[src/rtl/escribir_blanco_mem_pkg.sv]
// rtl/escribir_blanco_mem_pkg.sv - shared state encodings, widths and helpers for the white-fill datapath
package escribir_blanco_mem_pkg;

    // State encodings shared with the white-fill controller
    typedef enum logic [1:0] {
        ST_IDLE     = 2'b00,
        ST_WAIT_ACK = 2'b01,
        ST_CLR_PEND = 2'b11
    } state_t;

    // Width of the published pixel cursor
    localparam int CURSOR_W = 24;

    // Production terminal count used by the controller
    localparam int NUM_PIXELS_PROD = 5000000;

    // Watchdog counter width, wide enough for any practical ack timeout
    localparam int WD_W = 16;

    // Unsigned check that the cursor has not yet reached the terminal count
    function automatic logic cursor_below(input logic [CURSOR_W-1:0] cursor,
                                          input logic [CURSOR_W-1:0] limit);
        return cursor < limit;
    endfunction

endpackage

[src/rtl/escribir_blanco_mem_contador_timeout.sv]
// rtl/escribir_blanco_mem_contador_timeout.sv - clear/enable/limit counter raising hit on its final counted edge
module contador_timeout
    import escribir_blanco_mem_pkg::*;
#(
    parameter int W = WD_W
) (
    input  logic         clk,
    input  logic         rst,
    input  logic         clr,
    input  logic         en,
    input  logic [W-1:0] limit,
    output logic         hit
);

    logic [W-1:0] count;

    // hit is asserted during the edge on which the limit-th enabled edge is counted
    assign hit = en && (count == (limit - W'(1)));

    // Count enabled edges; clear takes priority over enable
    always_ff @(negedge clk) begin
        if (rst || clr) begin
            count <= '0;
        end else if (en && !hit) begin
            count <= count + W'(1);
        end
    end

endmodule

[src/rtl/escribir_blanco_mem.sv]
// rtl/escribir_blanco_mem.sv - white-fill framebuffer writer; optional ack watchdog under ESCRIBIR_BLANCO_TIMEOUT_EN
module escribir_blanco_mem
    import escribir_blanco_mem_pkg::*;
#(
    parameter int ADDR_W     = 24,
    parameter int DATA_W     = 24,
    parameter int NUM_PIXELS = 4,
    parameter int BASE_ADDR  = 0,
    parameter int TIMEOUT    = 16
) (
    input  logic                clk,
    input  logic                rst,
    input  logic                plus,
    input  logic                out_rst,
    input  logic                mem_ack,
    output logic [CURSOR_W-1:0] cont_cursor,
    output logic [ADDR_W-1:0]   mem_addr,
    output logic [DATA_W-1:0]   mem_wdata,
    output logic                mem_we,
    output logic                busy,
    output logic                err
);

    localparam logic [DATA_W-1:0]   WHITE = '1;
    localparam logic [CURSOR_W-1:0] LIMIT = CURSOR_W'(NUM_PIXELS);
    localparam logic [ADDR_W-1:0]   BASE  = ADDR_W'(BASE_ADDR);

    state_t state;
    logic   timeout_now;
    logic   blocked;

`ifdef ESCRIBIR_BLANCO_TIMEOUT_EN
    logic err_q;
    logic wd_clr;
    logic wd_en;

    // Watchdog restarts in IDLE, so every new issue begins from zero
    assign wd_clr = (state == ST_IDLE);
    assign wd_en  = (state != ST_IDLE);

    contador_timeout #(
        .W (WD_W)
    ) u_watchdog (
        .clk   (clk),
        .rst   (rst),
        .clr   (wd_clr),
        .en    (wd_en),
        .limit (WD_W'(TIMEOUT)),
        .hit   (timeout_now)
    );

    assign blocked = err_q;
    assign err     = err_q;
`else
    assign timeout_now = 1'b0;
    assign blocked     = 1'b0;
    assign err         = 1'b0;
`endif

    assign busy = (state != ST_IDLE);

    // Write FSM: issue one white pixel per plus, hold the request until ack
    always_ff @(negedge clk) begin
        if (rst) begin
            state       <= ST_IDLE;
            cont_cursor <= '0;
            mem_addr    <= '0;
            mem_wdata   <= '0;
            mem_we      <= 1'b0;
`ifdef ESCRIBIR_BLANCO_TIMEOUT_EN
            err_q       <= 1'b0;
`endif
        end else begin
            case (state)
                ST_IDLE: begin
                    if (out_rst) begin
                        cont_cursor <= '0;
`ifdef ESCRIBIR_BLANCO_TIMEOUT_EN
                        err_q       <= 1'b0;
`endif
                    end else if (plus && !blocked && cursor_below(cont_cursor, LIMIT)) begin
                        mem_addr  <= BASE + ADDR_W'(cont_cursor);
                        mem_wdata <= WHITE;
                        mem_we    <= 1'b1;
                        state     <= ST_WAIT_ACK;
                    end
                end
                ST_WAIT_ACK: begin
                    if (mem_ack) begin
                        // A clear arriving with the ack wins over the increment
                        cont_cursor <= out_rst ? '0 : cont_cursor + CURSOR_W'(1);
                        mem_we      <= 1'b0;
                        state       <= ST_IDLE;
                    end else if (timeout_now) begin
                        mem_we <= 1'b0;
`ifdef ESCRIBIR_BLANCO_TIMEOUT_EN
                        err_q  <= 1'b1;
`endif
                        state  <= ST_IDLE;
                    end else if (out_rst) begin
                        state <= ST_CLR_PEND;
                    end
                end
                ST_CLR_PEND: begin
                    if (mem_ack) begin
                        cont_cursor <= '0;
                        mem_we      <= 1'b0;
                        state       <= ST_IDLE;
                    end else if (timeout_now) begin
                        mem_we <= 1'b0;
`ifdef ESCRIBIR_BLANCO_TIMEOUT_EN
                        err_q  <= 1'b1;
`endif
                        state  <= ST_IDLE;
                    end
                end
                default: begin
                    mem_we <= 1'b0;
                    state  <= ST_IDLE;
                end
            endcase
        end
    end

endmodule

[config.mk]
export PLATFORM = sky130hd
export DESIGN_NAME = escribir_blanco_mem
export DESIGN_NICKNAME = d
export VERILOG_FILES = /design/src/rtl/escribir_blanco_mem_pkg.sv /design/src/rtl/escribir_blanco_mem_contador_timeout.sv /design/src/rtl/escribir_blanco_mem.sv
export SDC_FILE = /design/constraint.sdc
export NUM_CORES = 1
export LEC_CHECK = 0
export CAP_MARGIN = 20
export CORE_ASPECT_RATIO = 1.1
export CORE_UTILIZATION = 41
export CTS_CLUSTER_DIAMETER = 200
export DETAILED_ROUTE_END_ITERATION = 8
export PLACE_DENSITY = 0.81
export SYNTH_ARGS = -nofsm -noshare
export SYNTH_HDL_FRONTEND = slang
export SYNTH_SLANG_ARGS = --single-unit
[constraint.sdc]
create_clock -name clk -period 1.8 [get_ports clk]
set_input_delay 0.18 -clock clk [delete_from_list [all_inputs] [get_ports clk]]
set_output_delay 0.18 -clock clk [all_outputs]
set_load 0.01 [all_outputs]
# Yosys cells after proc, flatten, opt, wreduce, memory -nomap -nowiden
# Index checks and enable logic that the tools add are counted.
# Widths: inputs -> output; s select.
# totals
regBits,52
wordCells,41
out_inout_bits,75
# classes
n_eq_ne,9
n_bitwise,1
muxes,15
add_sub_neg,1
order_cmp,1
reduce_logical,9
# ops
cell,n
$mux 24,4
$pmux 24 s3,1
$add 24x1->24 const B,1
$lt 24x3->1 const B,1
$mux 2,5
$ne 2x2->1 const B,5
$reduce_and 4->1,2
$pmux 2 s3,1
$reduce_and 3->1,2
$mux 1,3
$ne 3x3->1 const B,1
$reduce_bool 3->1,1
$eq 2x1->1 const B,1
$eq 2x2->1 const B,1
$logic_not 2->1,1
$ne 2x1->1 const B,1
$pmux 1 s2,1
$reduce_bool 2->1,1
$reduce_or 2->1,1
$logic_and 1x1->1,1
$not 1->1,1

# Depth between registers and ports, before layout
# Gate-level depths: netlist of the first run.
# logic_depth
depth_word,5
mapped_depth,6
ltp_nobuf,4

==> results.ini, run 1 <==
[drt]
wirelength_um=11570
firstDrtPassIters=5
dr_total_vias=3106
via_per_inst=5.795
antenna_left=0
drt_iter0_drc=254
wire_per_inst_um=21.59
drcViolationCount=0

[global_routing]
grt_max_degree=19
antenna_found_initial=0
grt_pass1_vias=2887
track_usage=0.2985
grt-ovfl-total=0
grt_pass1_wl_um=13410

[logic_synthesis]
synth_nets=263
ys_top_cells_by_count=dfxtp_1, buf_4, and2_1, a21oi_1
async_flop_share=0
synth.avg_cell_area_um2=9.007
yosys_warnings=0
ys_seq_elements=52
yosysSeqAreaShare=0.4497
yosysTopAreaCell=dfxtp_1
synth_fa_ha_area_frac=0.005405
synthSimpleGateAreaFrac=0.2768
yosys.cell_count.top_type=dfxtp_1
synth_cells=257
synth_top_family_by_area=simple AND/OR/NAND/NOR gates
yosysTopAreaCellShare=0.4497
netlist_area_um2=2315
muxShareOfSynthArea=0
synth_compound_area_frac=0.1319
yosys_most_used_dff=dfxtp_1
synth_edf_count=0
synthTopCellsByArea=dfxtp_1, buf_4, and2_1
synth_cell_types=43
synthXorXnorAreaFrac=0.02649

[timing]
slew-limit-headroom=0.6336
drv_slew=0
setup_viol=125
finClkSkew_ns=0.04133
tightest_slew_ns=0.5445
rsz0062_at_grt=yes
hold_violations=0
whs_ns=0.4615
fin_ws_ns=-0.3503

[power_and_ir_drop]
peakVddDrop_v=0.0004510
switching_share=0.3724
seq_power_share=0.406
comb_power_share=0.143
cell_internal_pwr_w=0.001806
leakage_nw=2.184
powerDensity_nw_per_um2=607.7
power_switching_w=0.001072
clockPowerShare=0.450

[cts]
hold_buffers=0
clk_path_buf_depth=2
cts.sinks=52
root_buffer=clkbuf_8
path_clk_slew_ns=0.04
htree_levels=2
clk_latency_ns=0.42
cts_tree=done
numCtsBuffers=5

[placement]
dp_hpwl_um=4606
port_buffers=78
place_inst=437
gp_congestion=0.8955

[floorplanning]
dieWidth_um=73.64
initial_utilization=0.4290
die_h_um=80.81
row_count=28
coreArea_um2=5395
dieArea_um2=5950
io_pins=80

[worst_setup_path]
required_ns=1.22
crit_buf_inv=2
critical_path.max_stage_delay_ns=0.56
path_cells=buf_8 -> nor3b_4 -> buf_4 -> o21ai_4 -> or4_1 -> a21oi_1
arrival_ns=1.57
crit_fanout=6
crit_slowest_cell=or4_1
crit_type=in2reg
path_delay_family=simple AND/OR/NAND/NOR gates
worstSetupEndpointType=register
start_kind=input pin

[run_status]
status=complete, but fails checks
failed_checks=negative setup slack

[hold_path]
hold_class=reg2reg

[final_layout]
fin_cells=536
antenna_cells=0
area_growth_pct=104.6
fin_nets=466
drive_gt1_frac=0.6985

[flow_run]
cap_violations=0

area by class of cell:
type                            instances  area (um2)
Tap cell                               75       93.84
Clock inverter                         55       226.5
Inverter                                5       18.77
Multi-Input combinational cell        172        1605
Sequential cell                        52        1114
Timing Repair Buffer                  172        1609
Fill cell                             268       659.4
Clock buffer                            5       68.82
kinds of logic after synthesis:
family,Yosys count
other,1
buffers and inverters,40
xor gates and xnor gates,7
and+or+nand+nor,107
DFF,52
AOI/OAI and AO/OA,49
adders and majority gates,1
repair_timing:
action / in CTS / in global routing
setup endpoints to repair: 126 / 124
resized for setup: 466 / 75
cloned: 6 / 1
buffers inserted: 13 / 22
pin swaps: 34 / 34
flip-flops by register name, summed over array words and instances (netlist names):
register     count
mem_addr        24
cont_cursor     24
state            2
mem_wdata        1
mem_we           1
worst register-to-register path: stages, from the launching register on:
cell and delay (ns):
dfxtp_2 0.36, buf_6 0.11, nand4_4 0.15, or4_4 0.63
or4_1 0.52, a21oi_1 0.15
final timing paths:
kind / start / to / slack (ns) / cells past startpoint
setup reg to reg: cont_cursor[8] / cont_cursor[20] / -0.18 / 5
hold / removal: mem_addr[15] / mem_addr[15] / 0.46 / 1
setup / recovery: out_rst / cont_cursor[16] / -0.35 / 6
hold reg to reg: mem_addr[15] / mem_addr[15] / 0.46 / 1
layout by cell type (no fill, tap or decap), drive strengths merged, types with 3 or more instances in the layout:
cell / instances
nor2: 11
dfxtp: 52
o2111ai: 4
o31ai: 11
nand2: 14
xor2: 5
or4: 15
or3: 4
and2: 24
inv: 59
nor4: 5
nand3: 11
o21ai: 8
o211ai: 3
a31o: 4
buf: 170
and3: 5
a21oi: 23
clkbuf: 5
nand4: 8
stage by stage:
stage / cell area (um2) / total power [W] / setup WS [ns] / util / setup TNS (ns)
finish: 4736 / 0.002878 / -0.3503 / 0.8778 / -20.15
detailed placement: 3527 / 0.001642 / -1.065 / 0.6538 / -59.13
global placement: 3527 / 0.001634 / -1.025 / 0.6538 / -54.98
floorplan: 2442 / 0.001536 / -0.4825 / - / -8.695
global route: 4736 / 0.003016 / -0.3869 / 0.8778 / -24.16
CTS: 4225 / 0.002746 / -0.2943 / 0.7832 / -13.73
power by group through the flow:
stage / Clock, W / Combinational, W / Sequential, W
after floorplan: 0.000179 / 0.000154 / 0.00120
after global placement: 0.000179 / 0.000265 / 0.00119
after detailed placement: 0.000179 / 0.000272 / 0.00119
after CTS: 0.00125 / 0.000322 / 0.00117
after global routing: 0.00142 / 0.000426 / 0.00117
final: 0.00130 / 0.000413 / 0.00117
metal layers:
layer | track usage | vias to the layer above | routed length [um]
met1 | 0.2864 | 1453 | 3750
met5 | 0 | - | 0
met4 | 0.2192 | 0 | 989
met2 | 0.5321 | 242 | 5767
li1 | - | 1320 | -
met3 | 0.09305 | 91 | 1063
(Power assumes the default switching activity.)
==> inputs of run 2 (changes only) <==
Settings changed: CORE_UTILIZATION 41 to 56, DONT_BUFFER_PORTS set to 1, PLACE_DENSITY 0.81 to 0.71, SKIP_LAST_GASP set to 1.
==> run 2 against run 1 <==
Against the previous run: the run still ends with negative setup slack left; flip-flop and latch count unchanged; clock-buffer cell count unchanged; first-iteration DRC count down 45%; clock skew down 0.0018 ns; via count down 23%; register-to-register slack about the same; sequential share of layout area up 9.9 points; non-clock buffer count down 104; die area down 26%.
==> results.ini, run 2 (synthesized netlist as in run 1, its figures left out) <==
[run_status]
status=complete, but fails checks  ; unchanged
failed_checks=negative setup slack  ; unchanged

[cts]
root_buffer=clkbuf_8  ; unchanged
cts.sinks=52  ; unchanged
hold_buffers=0  ; unchanged
numCtsBuffers=5  ; unchanged
clk_path_buf_depth=2  ; unchanged
cts_tree=done  ; unchanged
htree_levels=2  ; unchanged
clk_latency_ns=0.41  ; was 0.42 ns
path_clk_slew_ns=0.04  ; about the same

[drt]
antenna_left=0  ; unchanged
drt_iter0_drc=140  ; was 254
wirelength_um=7505  ; was 11570 um
via_per_inst=5.950  ; was 5.795
firstDrtPassIters=5  ; unchanged
drcViolationCount=0  ; unchanged
wire_per_inst_um=18.67  ; was 21.59 um
dr_total_vias=2392  ; was 3106

[global_routing]
grt-ovfl-total=0  ; unchanged
antenna_found_initial=0  ; unchanged
grt_max_degree=23  ; was 19
grt_pass1_vias=2394  ; was 2887
use_met3=0.1283  ; was 0.09305
track_usage=0.3086  ; was 0.2985
grt_pass1_wl_um=10720  ; was 13410 um
busiest_layer=met2  ; unchanged
met2_usage=0.5185  ; was 0.5321
grt.met1_usage=0.3261  ; was 0.2864

[worst_setup_path]
critical_path.max_stage_delay_ns=0.37  ; was 0.56 ns
path_delay_family=flip-flops  ; was simple AND/OR/NAND/NOR gates
path_cells=buf_12  ; was buf_8 -> nor3b_4 -> buf_4 -> o21ai_4 -> or4_1 -> a21oi_1
crit_slowest_cell=dfxtp_4  ; was or4_1
start_kind=register  ; was input pin
arrival_ns=1.83  ; was 1.57 ns
crit_buf_inv=1  ; was 2
required_ns=1.62  ; was 1.22 ns
crit_type=reg2out  ; was in2reg
worstSetupEndpointType=primary output  ; was register
crit_fanout=12  ; was 6

[placement]
gp_congestion=0.8478  ; was 0.8955
port_buffers=0  ; was 78
dp_hpwl_um=3942  ; was 4606 um
place_inst=326  ; was 437

[final_layout]
final_util=0.8510  ; was 0.8778
multi_input_area_um2=1246  ; was 1605 um2
fillers=205  ; was 268
drive_gt1_frac=0.4829  ; was 0.6985
antenna_cells=0  ; unchanged
mostFrequentLayoutCells=inv_1, dfxtp_2, buf_4  ; was buf_6, buf_4, inv_1
area_growth_pct=45.73  ; was 104.6%
fin_cells=402  ; was 536
fin_nets=355  ; was 466
regArea_um2=1126  ; was 1114 um2
final_common_cell=inv_1  ; was buf_6
reg.largest.list=cont_cursor: 24 flops, mem_addr: 24 flops, state: 2 flops  ; unchanged

[floorplanning]
die_h_um=69.43  ; was 80.81 um
row_count=24  ; was 28
dieWidth_um=63.30  ; was 73.64 um
coreArea_um2=3964  ; was 5395 um2
io_pins=80  ; unchanged
dieArea_um2=4395  ; was 5950 um2
initial_utilization=0.5840  ; was 0.4290

[power_and_ir_drop]
comb_power_share=0.073  ; was 0.143
totalPowerFinal_w=0.002590  ; was 0.002878 W
leakage_nw=1.502  ; was 2.184 nW
clockPowerShare=0.478  ; was 0.450
seq_power_share=0.449  ; was 0.406
powerDensity_nw_per_um2=767.9  ; was 607.7 nW/um2
power_switching_w=0.0009111  ; was 0.001072 W
switching_share=0.3517  ; was 0.3724
peakVddDrop_v=0.0005025  ; was 0.0004510 V
cell_internal_pwr_w=0.001679  ; was 0.001806 W

[timing]
drv_slew=0  ; unchanged
rsz0062_at_grt=yes  ; unchanged
tightest_slew_ns=0.5744  ; was 0.5445 ns
setup_viol=76  ; was 125
fin_ws_ns=-0.2126  ; was -0.3503 ns
whs_ns=0.4891  ; was 0.4615 ns
slew-limit-headroom=0.6135  ; was 0.6336
finClkSkew_ns=0.03950  ; was 0.04133 ns
hold_violations=0  ; unchanged

[hold_path]
hold_class=reg2reg  ; unchanged

[flow_run]
cap_violations=0  ; unchanged

[run 2: worst paths after layout]
check | cells past startpoint | endpoint | startpoint | slack [ns]
worst max-delay path | 1 | mem_wdata[1] | mem_wdata[0] | -0.21
worst max register to register | 5 | cont_cursor[22] | cont_cursor[2] | -0.18
worst min register to register | 1 | mem_addr[20] | mem_addr[20] | 0.49
worst min-delay path | 1 | mem_addr[20] | mem_addr[20] | 0.49
[run 2: cell type report]
| class | instances | area share |
|---|---|---|
| Clock inverter | 55 | 0.06714 |
| Sequential cell | 52 | 0.3338 |
| Tap cell | 52 | 0.01929 |
| Timing Repair Buffer | 68 | 0.1843 |
| Multi-Input combinational cell | 165 | 0.3694 |
| Inverter | 5 | 0.005564 |
| Clock buffer | 5 | 0.02040 |
[run 2: power groups by stage]
stage | clock network [W] | logic, W | registers, W
after floorplan | 0.000179 | 0.000154 | 0.00120
after global placement | 0.000179 | 0.000160 | 0.00119
after detailed placement | 0.000179 | 0.000163 | 0.00119
after CTS | 0.00123 | 0.000176 | 0.00116
after global routing | 0.00139 | 0.000200 | 0.00116
final | 0.00124 | 0.000188 | 0.00116
[run 2: timing repair]
action,4_1_cts,5_1_grt
cloned,0,0
setup buffers,12,5
pin swaps,4,11
setup endpoints to repair,107,117
gates resized for setup,85,26
hold endpoints to repair,0,0
[run 2: per-stage QoR]
step	TNS, ns	setup slack [ns]	instance area, um2
final	-9.164	-0.2126	3373
after global routing	-11.88	-0.2592	3373
after CTS	-8.516	-0.2249	3224
after detailed placement	-17.20	-0.4934	2643
after global placement	-16.19	-0.4613	2643
after floorplan	-8.695	-0.4825	2442
[run 2: routing by layer]
layer / part of all wire / up-vias
met5: 0 / -
met4: 0.036 / 0
met3: 0.090 / 25
met2: 0.50 / 162
met1: 0.38 / 1122
li1: - / 1083
==> inputs of run 3 (changes only) <==
Settings changed: CORE_UTILIZATION 56 to 55, PLACE_DENSITY 0.71 to 0.7.
==> run 3 against run 2 <==
Against the previous run: the flow still finishes with violations (negative setup slack); clock-buffer cell count unchanged; clock skew fell by 0.0036 ns; global-route usage decreased by 0.66 points; wire length down 9.6%; clock power decreased by 3%; design area fell by 2.4%; largest power group unchanged; highest routed layer unchanged.
==> results.ini, run 3 (synthesized netlist as in run 1, its figures left out) <==
[run_status]
status=complete, but fails checks  ; unchanged
failed_checks=negative setup slack  ; unchanged

[cts]
root_buffer=clkbuf_8  ; unchanged
clk_latency_ns=0.40  ; was 0.41 ns
path_clk_slew_ns=0.04  ; about the same
hold_buffers=0  ; unchanged
htree_levels=2  ; unchanged
cts.sinks=52  ; unchanged
numCtsBuffers=5  ; unchanged
clk_path_buf_depth=2  ; unchanged
cts_tree=done  ; unchanged

[global_routing]
antenna_found_initial=0  ; unchanged
grt_max_degree=23  ; unchanged
grt-ovfl-total=0  ; unchanged
track_usage=0.3020  ; was 0.3086
grt_pass1_wl_um=10620  ; was 10720 um
grt_pass1_vias=2398  ; was 2394

[drt]
wire_per_inst_um=17.13  ; was 18.67 um
routed-wl-met3_um=651  ; was 676 um
highest_layer=met4  ; unchanged
dr_wl_met2_um=3520  ; was 3730 um
dr_total_vias=2310  ; was 2392
firstDrtPassIters=4  ; was 5
wl_met1_um=2489  ; was 2826 um
via_per_inst=5.833  ; was 5.950
wirelength_um=6784  ; was 7505 um
antenna_left=0  ; unchanged
drcViolationCount=0  ; unchanged
drt_iter0_drc=104  ; was 140

[worst_setup_path]
crit_type=reg2out  ; unchanged
critical_path.max_stage_delay_ns=0.36  ; was 0.37 ns
worstSetupEndpoint=mem_wdata[10]  ; was mem_wdata[1]
crit_start=mem_wdata[0]  ; unchanged
reg2reg_slack_ns=-0.09  ; was -0.18 ns
r2r_start=cont_cursor[2]  ; unchanged
start_kind=register  ; unchanged
path_cells=buf_12  ; unchanged
crit_fanout=14  ; was 12
path_delay_family=flip-flops  ; unchanged
arrival_ns=1.84  ; was 1.83 ns
required_ns=1.62  ; about the same
r2r_end=cont_cursor[22]  ; unchanged
cp.depth=1  ; unchanged
worstSetupEndpointType=primary output  ; unchanged
r2r_cells=5  ; unchanged
crit_slowest_cell=dfxtp_4  ; unchanged
crit_buf_inv=1  ; unchanged

[hold_path]
hold_class=reg2reg  ; unchanged

[power_and_ir_drop]
totalPowerFinal_w=0.002547  ; was 0.002590 W
powerDensity_nw_per_um2=773.5  ; was 767.9 nW/um2
leakage_nw=1.456  ; was 1.502 nW
peakVddDrop_v=0.0004715  ; was 0.0005025 V

[floorplanning]
row_count=24  ; unchanged
io_pins=80  ; unchanged
dieWidth_um=63.86  ; was 63.30 um
dieArea_um2=4472  ; was 4395 um2
coreArea_um2=3994  ; was 3964 um2
die_h_um=70.04  ; was 69.43 um
initial_utilization=0.5796  ; was 0.5840

[timing]
setup_viol=68  ; was 76
fin_ws_ns=-0.2175  ; was -0.2126 ns
hold_violations=0  ; unchanged
rsz0062_at_grt=yes  ; unchanged
finClkSkew_ns=0.03587  ; was 0.03950 ns
drv_slew=0  ; unchanged

[placement]
dp_hpwl_um=4057  ; was 3942 um
gp_congestion=0.8300  ; was 0.8478
place_area_um2=2613  ; was 2643 um2
port_buffers=0  ; unchanged

[final_layout]
area_growth_pct=42.27  ; was 45.73%
final_area_um2=3293  ; was 3373 um2
fin_nets=349  ; was 355
antenna_cells=0  ; unchanged
reg.largest.list=cont_cursor: 24 flops, mem_addr: 24 flops, state: 2 flops  ; unchanged
final_util=0.8246  ; was 0.8510
drive_gt1_frac=0.4506  ; was 0.4829
mostFrequentLayoutCells=inv_1, dfxtp_2, buf_4  ; unchanged
final_common_cell=inv_1  ; unchanged

[flow_run]
cap_violations=0  ; unchanged

run 3: cell count changes in the layout (fill, tap and decap cells not counted), sizes merged:
cell | before | now
o21ai | 7 | 8
buf | 68 | 61
inv | 59 | 58
clkinv | 1 | 2
run 3: repair_timing:
action,in CTS,in global routing
setup endpoints to repair,114,117
pin swaps,4,14
buffers inserted,11,3
cloned,0,1
gates resized for setup,83,20
run 3: worst min path at each step:
stage | start | endpoint | slack, ns | cells after the start
after floorplan | mem_addr[0] | mem_addr[0] | 0.50 | 2
after global placement | cont_cursor[16] | cont_cursor[16] | 0.51 | 2
after detailed placement | cont_cursor[16] | cont_cursor[16] | 0.52 | 2
after CTS | mem_addr[9] | mem_addr[9] | 0.49 | 1
after global routing | mem_addr[11] | mem_addr[11] | 0.51 | 1
final | mem_addr[15] | mem_addr[15] | 0.49 | 1
run 3: report_power, final:
part	switching [W]	total [W]	internal, W	leakage [nW]
sequential	0.00000926	0.00116	0.00115	0.448
clock	0.000752	0.00120	0.000444	0.328
combinational	0.000109	0.000189	0.0000797	0.679
total	0.000871	0.00255	0.00168	1.46
run 3: through the flow:
step | TNS, ns | instances | setup slack, ns | hold WS, ns
2_1_floorplan | -8.695 | 257 | -0.4825 | 0.4953
3_3_place_gp | -17.02 | 322 | -0.4966 | 0.5070
3_5_place_dp | -18.39 | 322 | -0.5420 | 0.5158
4_1_cts | -8.088 | 392 | -0.2282 | 0.4900
5_1_grt | -11.27 | 396 | -0.2714 | 0.5079
6_report | -8.288 | 396 | -0.2175 | 0.4881
run 3: metal layers:
metal,up-vias,track usage
met4,0,0.1439
met1,1099,0.3114
li1,1079,-
met3,14,0.1176
met2,118,0.5272
met5,-,0
run 3: cell type report:
cell class	instances	area (um2)
multi-input cells	166	1212
inverters	5	18.77
flip-flops and latches	52	1130
repair buffers	61	569.3
well taps	52	65.06
fillers	232	700.7
clock inverters	55	229.0
clock buffers	5	68.82
